## src/rtl/hazard_unit.sv

```systemverilog
// Hazard detection for a 5-stage pipeline with ID-resolved branches and a
// multi-cycle multiply/divide unit; also keeps stall and flush statistics.
module hazard_unit #(
    parameter int MDU_LATENCY = 32
) (
    input  logic        clk,
    input  logic        rst,
    input  logic [4:0]  rs_ID,
    input  logic [4:0]  rt_ID,
    input  logic        useRs_ID,
    input  logic        useRt_ID,
    input  logic        isBranch_ID,
    input  logic        branchTaken_ID,
    input  logic        isMduRead_ID,
    input  logic [4:0]  rd_ID_EX,
    input  logic        ctrlRegWrite_ID_EX,
    input  logic        ctrlMemRead_ID_EX,
    input  logic [4:0]  rd_EX_MEM,
    input  logic        ctrlMemRead_EX_MEM,
    input  logic        mduStart_ID_EX,
    output logic        stall,
    output logic        flushIF_ID,
    output logic        mduBusy,
    output logic [31:0] stallCycles,
    output logic [15:0] flushCount
);

    typedef enum logic {IDLE = 1'b0, BUSY = 1'b1} mdu_state_t;

    localparam logic [5:0] CNT_LOAD = 6'(MDU_LATENCY - 1);

    mdu_state_t state, state_next;
    logic [5:0] cnt, cnt_next;
    logic       load_use, br_dep_ex, br_dep_mem, mdu_wait;

    // Register 0 is hardwired to zero, so it can never carry a dependency.
    function automatic logic src_match(input logic [4:0] x);
        return (x != 5'd0) &&
               ((useRs_ID && (rs_ID == x)) || (useRt_ID && (rt_ID == x)));
    endfunction

    function automatic logic [31:0] sat_inc32(input logic [31:0] v);
        return (v == 32'hFFFF_FFFF) ? v : v + 32'd1;
    endfunction

    function automatic logic [15:0] sat_inc16(input logic [15:0] v);
        return (v == 16'hFFFF) ? v : v + 16'd1;
    endfunction

    assign load_use   = ctrlMemRead_ID_EX && src_match(rd_ID_EX);
    assign br_dep_ex  = isBranch_ID && ctrlRegWrite_ID_EX && src_match(rd_ID_EX);
    assign br_dep_mem = isBranch_ID && ctrlMemRead_EX_MEM && src_match(rd_EX_MEM);
    assign mdu_wait   = isMduRead_ID && mduBusy;

    assign stall      = !rst && (load_use || br_dep_ex || br_dep_mem || mdu_wait);
    assign flushIF_ID = !rst && branchTaken_ID && isBranch_ID && !stall;
    assign mduBusy    = (state == BUSY);

    always_comb begin
        state_next = state;
        cnt_next   = cnt;
        if (mduStart_ID_EX) begin
            state_next = BUSY;
            cnt_next   = CNT_LOAD;
        end else if (state == BUSY) begin
            if (cnt == 6'd0) begin
                state_next = IDLE;
            end else begin
                cnt_next = cnt - 6'd1;
            end
        end
    end

    always_ff @(posedge clk) begin
        if (rst) begin
            state       <= IDLE;
            cnt         <= 6'd0;
            stallCycles <= 32'd0;
            flushCount  <= 16'd0;
        end else begin
            state <= state_next;
            cnt   <= cnt_next;
            if (stall) stallCycles <= sat_inc32(stallCycles);
            if (flushIF_ID) flushCount <= sat_inc16(flushCount);
        end
    end

endmodule

```

## config.mk

```make
export PLATFORM = sky130hd
export DESIGN_NAME = hazard_unit
export DESIGN_NICKNAME = d
export VERILOG_FILES = /design/src/rtl/hazard_unit.sv
export SDC_FILE = /design/constraint.sdc
export NUM_CORES = 1
export LEC_CHECK = 0
export BUFFER_PORTS_ARGS = -buffer_cell sky130_fd_sc_hd__buf_2
export CAP_MARGIN = 0
export CORE_MARGIN = 5
export CORE_UTILIZATION = 53
export CTS_CLUSTER_DIAMETER = 50
export DETAILED_ROUTE_END_ITERATION = 8
export HOLD_SLACK_MARGIN = 0.12
export PLACE_DENSITY_LB_ADDON = 0.3
export REMOVE_ABC_BUFFERS = 1
export SLEW_MARGIN = 20
export SYNTH_ARGS = -nofsm -noshare
export SYNTH_HDL_FRONTEND = slang
export SYNTH_SLANG_ARGS = --single-unit
export TNS_END_PERCENT = 1
```

## constraint.sdc

```tcl
create_clock -name clk -period 4.9 [get_ports clk]
set_clock_uncertainty 0.15 [all_clocks]
set_input_delay 1.47 -clock clk [delete_from_list [all_inputs] [get_ports clk]]
set_output_delay 1.47 -clock clk [all_outputs]
set_load 0.01 [all_outputs]
```

# Word level (Yosys, flattened, before mapping)
# Index checks and enable logic that the tools add are counted.
dict set report totals {
  in_bits 31
  out_inout_bits 51
  regBits 55
  wordCells 56
}
dict set report classes {
  bitwise 3
  eq_ne 7
  mux 6
  n_reduce_logical 32
  n_addsub 3
}
# cell count
set op_table {}
lappend op_table {{adder 32 x 1 -> 32 bit (second input constant)} 1}
lappend op_table {{equality test 32 bit (second input constant)} 1}
lappend op_table {{equality test 5 bit} 4}
lappend op_table {{adder 16 x 1 -> 16 bit (second input constant)} 1}
lappend op_table {{equality test 16 bit (second input constant)} 1}
lappend op_table {{logical AND 1 bit} 16}
lappend op_table {{2-to-1 mux 5 bit} 3}
lappend op_table {{nonzero test 5 bit} 2}
lappend op_table {{AND reduction 2 bit} 4}
lappend op_table {{zero test 6 bit} 1}
lappend op_table {{subtractor 6 x 1 -> 6 bit (second input constant)} 1}
lappend op_table {{logical OR 1 bit} 5}
lappend op_table {{2-to-1 mux 1 bit} 3}
lappend op_table {{inverter 1 bit} 3}
lappend op_table {{zero test 1 bit} 2}
lappend op_table {{!= test 2 bit (second input constant)} 1}
lappend op_table {{nonzero test 2 bit} 1}
lappend op_table {{OR reduction 2 bit} 1}

# Depth between registers and ports, before layout
dict set report depth {
  word_depth 12
  depth_mapped 9
}

# Least setup slack after synthesis
# No wires, ideal clock.
dict set report synth_timing {
  kind {input -> output}
  start {input port rd_EX_MEM[1]}
  end {output port flushIF_ID}
  cell_stages 4
  required_ns 3.280
  slack_ns 0.257
  arrival_time_ns 3.023
  path_cell_list {or4_1 > o2111ai_1 > nand2_1 > nor3_1}
}
dict set report synth_via {
  elab_chain_len 10
}
# item line
set synth_rtl {}
lappend synth_rtl {{from (decl)} 18} ;# input logic [4:0] rd_EX_MEM,
lappend synth_rtl {{equality test 5 bit} 39} ;# ((useRs_ID && (rs_ID == x)) || (useRt_ID && (rt_ID == x)));
lappend synth_rtl {{logical AND 1 bit} 39}
lappend synth_rtl {{logical OR 1 bit} 39}
lappend synth_rtl {{logical AND 1 bit *} 38} ;# return (x != 5'd0) &&
lappend synth_rtl {{logical AND 1 bit *} 52} ;# assign br_dep_mem = isBranch_ID && ctrlMemRead_EX_MEM && src_match(rd_EX_MEM);
lappend synth_rtl {{logical OR 1 bit * (2 in series)} 55} ;# assign stall = !rst && (load_use || br_dep_ex || br_dep_mem || mdu_wait);
lappend synth_rtl {{logical AND 1 bit *} 55}
lappend synth_rtl {{zero test 1 bit *} 56} ;# assign flushIF_ID = !rst && branchTaken_ID && isBranch_ID && !stall;
lappend synth_rtl {{logical AND 1 bit *} 56}
lappend synth_rtl {{to (decl)} 22} ;# output logic flushIF_ID,
# Every way passes the cells marked *; elsewhere a longest branch is shown, timed or not.

# Worst setup path after layout
# Same ends and word-level chain as after synthesis.

==> key figures <==
Detailed routing
  – Remaining antenna violation count: 0
  – DRT Wirelength: 7740 µm
  – Total number of vias: 2976
  – Avg WL per Cell: 15.0 µm
  – DR pass1 iterations: 4
  – Remaining DRCs: 0
  – Vias/cell: 5.78
  – DRT iter0 DRCs: 140

Clocking
  – Number of CTS-inserted buffers: 5
  – H-tree levels: 2
  – Root Buffer: clkbuf_8
  – Hold-fix buffer count after cts: 0
  – Worst-path clk slew: 0.09 ns
  – Worst-case clock buffer depth: 2
  – Postcts setup bufs: 0
  – CTS tree: done
  – Post_cts resized: 0
  – Worst skew pair latency: 0.30 ns
  – Clock Sinks: 55

Die
  – Num ports: 82
  – Die Span X: 85.4 µm
  – Initial core utilization: 54.7%
  – Core box area: 5510 µm²
  – Die Y: 85.4 µm
  – DIE AREA: 7290 µm²
  – FP Rows: 27

Yosys
  – EDFF count, synth: 0
  – Mapped Area: 3010 µm²
  – Number of distinct library cells after synthesis: 44
  – Yosys reg bits: 55
  – Seq/Total Area, Yosys: 36.6%
  – Syn. warnings: 0
  – Async SR Flop Fraction: 0%
  – Mean area per synthesized cell: 8.37 µm²
  – Post-synth top flop: dfxtp_1
  – Synthesized netlist cell count: 360

GRT
  – Gr usage total: 21.1%
  – Largest net degree at the start of global routing: 29
  – First-pass GRT wire length: 12900 µm
  – Vias in the first global route: 2798
  – Total grt overflow: 0
  – Initial antenna violation count: 0

Status
  – Status: finished, final reports clean

Timing
  – Tcrit/Tclk final: 93.1%
  – Total negative slack: 0 ns
  – Max frequency: 219 MHz
  – Rel. slew slack: 47.3%
  – Tightest hold margin: 0.352 ns
  – Final setup violation count: 0
  – Unrepaired setup endpoints after global routing: no
  – Slew @ Worst Pin: 0.783 ns
  – Endpoints failing hold: 0
  – Slew Viols, Final: 0
  – Min Tclk post-route: 4.56 ns

Place
  – Gpl congestion: 1.04
  – IO Port Bufs: 81
  – Post-detail-place hpwl: 5850 µm

Critical path
  – Crit start category: input pin
  – Crit-path max cell delay: 0.54 ns
  – Crit path DAT: 2.94 ns
  – CP max FO: 4
  – Worst path most repeated cell: buf_2
  – Flop2flop setup slack: 2.24 ns
  – CP required: 3.28 ns
  – Critical setup path kind: in -> out
  – Family with the most delay on the worst path: simple AND/OR/NAND/NOR gates
  – Worst-path cell chain: buf_2 > or4_1 > o2111ai_1 > nand2_1 > nor3_1 > buf_2
  – CP endpoint kind: output port
  – Slowest cell on the critical path: or4_1
  – WP buf/inv: 2

Cells and area
  – ANT cells: 0
  – Final core occ: 65.3%
  – Area Growth Syn to Fin: 19.4%
  – Nets@finish: 477
  – Most frequent cells in the layout: 81 x buf_2, 55 x dfxtp_1, 40 x nor2_1
  – Most common cell after layout, fill and taps aside: buf_2
  – Share of layout cells above drive strength 1: 26.2%

Pwr
  – Pwr Total: 810 µW
  – Lkg Pwr: 1.50 nW
  – Max rail drop VDD: 0.000133 V
  – Pwr Density: 225 nW/µm²

Flow run
  – Max-cap violations: 0

Min path
  – Worst min-delay path class: reg -> reg
## per-layer routing
| layer | global-route usage (%) | vias to the layer above | part of all wire, % |
|---|---|---|---|
| met4 | 7.05 | 0 | 1.9 |
| met5 | 0 | - | 0 |
| met3 | 5.05 | 15 | 8.1 |
| met2 | 34.3 | 104 | 45 |
| met1 | 27.3 | 1376 | 45 |
| li1 | - | 1481 | - |
## kinds of logic (layout without fill, tap and decap cells)
kind of cell / Yosys count / in the layout / synth area share [%]
AOI/OAI and AO/OA: 75 / 75 / 16.6
and+or+nand+nor: 156 / 156 / 27.1
DFF: 55 / 55 / 36.6
muxes: 16 / 16 / 5.90
xor gates and xnor gates: 34 / 34 / 9.89
buffers and inverters: 21 / 104 / 2.70
adders and majority gates: 3 / 3 / 1.25
## report_power, final
part	internal (mW)	switching (mW)
registers	0.453	0.00631
clock network	0.111	0.145
logic	0.0410	0.0533
## sequential cells by signal, summed over array words and instances (netlist names)
| register | count |
|---|---|
| cnt | 6 |
| stallCycles | 32 |
| flushCount | 16 |
| mduBusy | 1 |
## worst paths after layout
check	from	end	cells past startpoint
worst max register to register	flushCount[6]$_SDFFE_PP0P_	flushCount[5]$_SDFFE_PP0P_	8
worst min register to register	flushCount[4]$_SDFFE_PP0P_	flushCount[4]$_SDFFE_PP0P_	1
worst max-delay path	rd_EX_MEM[1]	flushIF_ID	6
worst min-delay path	flushCount[4]$_SDFFE_PP0P_	flushCount[4]$_SDFFE_PP0P_	1
## area by class of cell
class / instances / area [µm²]
fill: 500 / 1910
inverter: 10 / 37.5
tap: 72 / 90.1
clock inverter: 1 / 5.00
clock buffer: 6 / 82.6
sequential: 55 / 1100
multi-input combinational: 284 / 1830
timing repair buffer: 87 / 450
## through the flow
step	worst slack [ns]	instance area, µm²	cells
3_5_place_dp	0.327	3510	508
3_3_place_gp	0.349	3510	508
4_1_cts	0.324	3600	515
6_report	0.339	3600	515
2_1_floorplan	0.257	2970	349
5_1_grt	0.291	3600	515
## cells in the mapped netlist, types with 2 or more instances
| master | number | area (µm²) |
|---|---|---|
| a211oi_1 | 2 | 15.0 |
| a21oi_1 | 28 | 140 |
| a31o_2 | 4 | 35.0 |
| and2_1 | 2 | 12.5 |
| and3_1 | 7 | 43.8 |
| and4_1 | 6 | 52.6 |
| buf_2 | 2 | 10.0 |
| clkbuf_1 | 8 | 30.0 |
| dfxtp_1 | 55 | 1100 |
| ha_1 | 3 | 37.5 |
| inv_1 | 10 | 37.5 |
| mux2_2 | 14 | 158 |
| mux2i_1 | 2 | 20.0 |
| nand2_1 | 25 | 93.8 |
| nand3_1 | 15 | 75.1 |
| nand4_1 | 20 | 125 |
| nor2_1 | 40 | 150 |
| nor2b_1 | 15 | 93.8 |
| nor3_1 | 7 | 35.0 |
| nor4_1 | 2 | 12.5 |
| o211ai_1 | 7 | 52.6 |
| o21ai_0 | 6 | 30.0 |
| o22ai_1 | 2 | 12.5 |
| o311ai_0 | 3 | 26.3 |
| o31ai_1 | 10 | 75.1 |
| o41ai_1 | 3 | 26.3 |
| or2_2 | 3 | 18.8 |
| or3_1 | 3 | 18.8 |
| or4_1 | 9 | 67.6 |
| xnor2_1 | 30 | 263 |
| xor2_1 | 4 | 35.0 |
(Power assumes the default switching activity.)
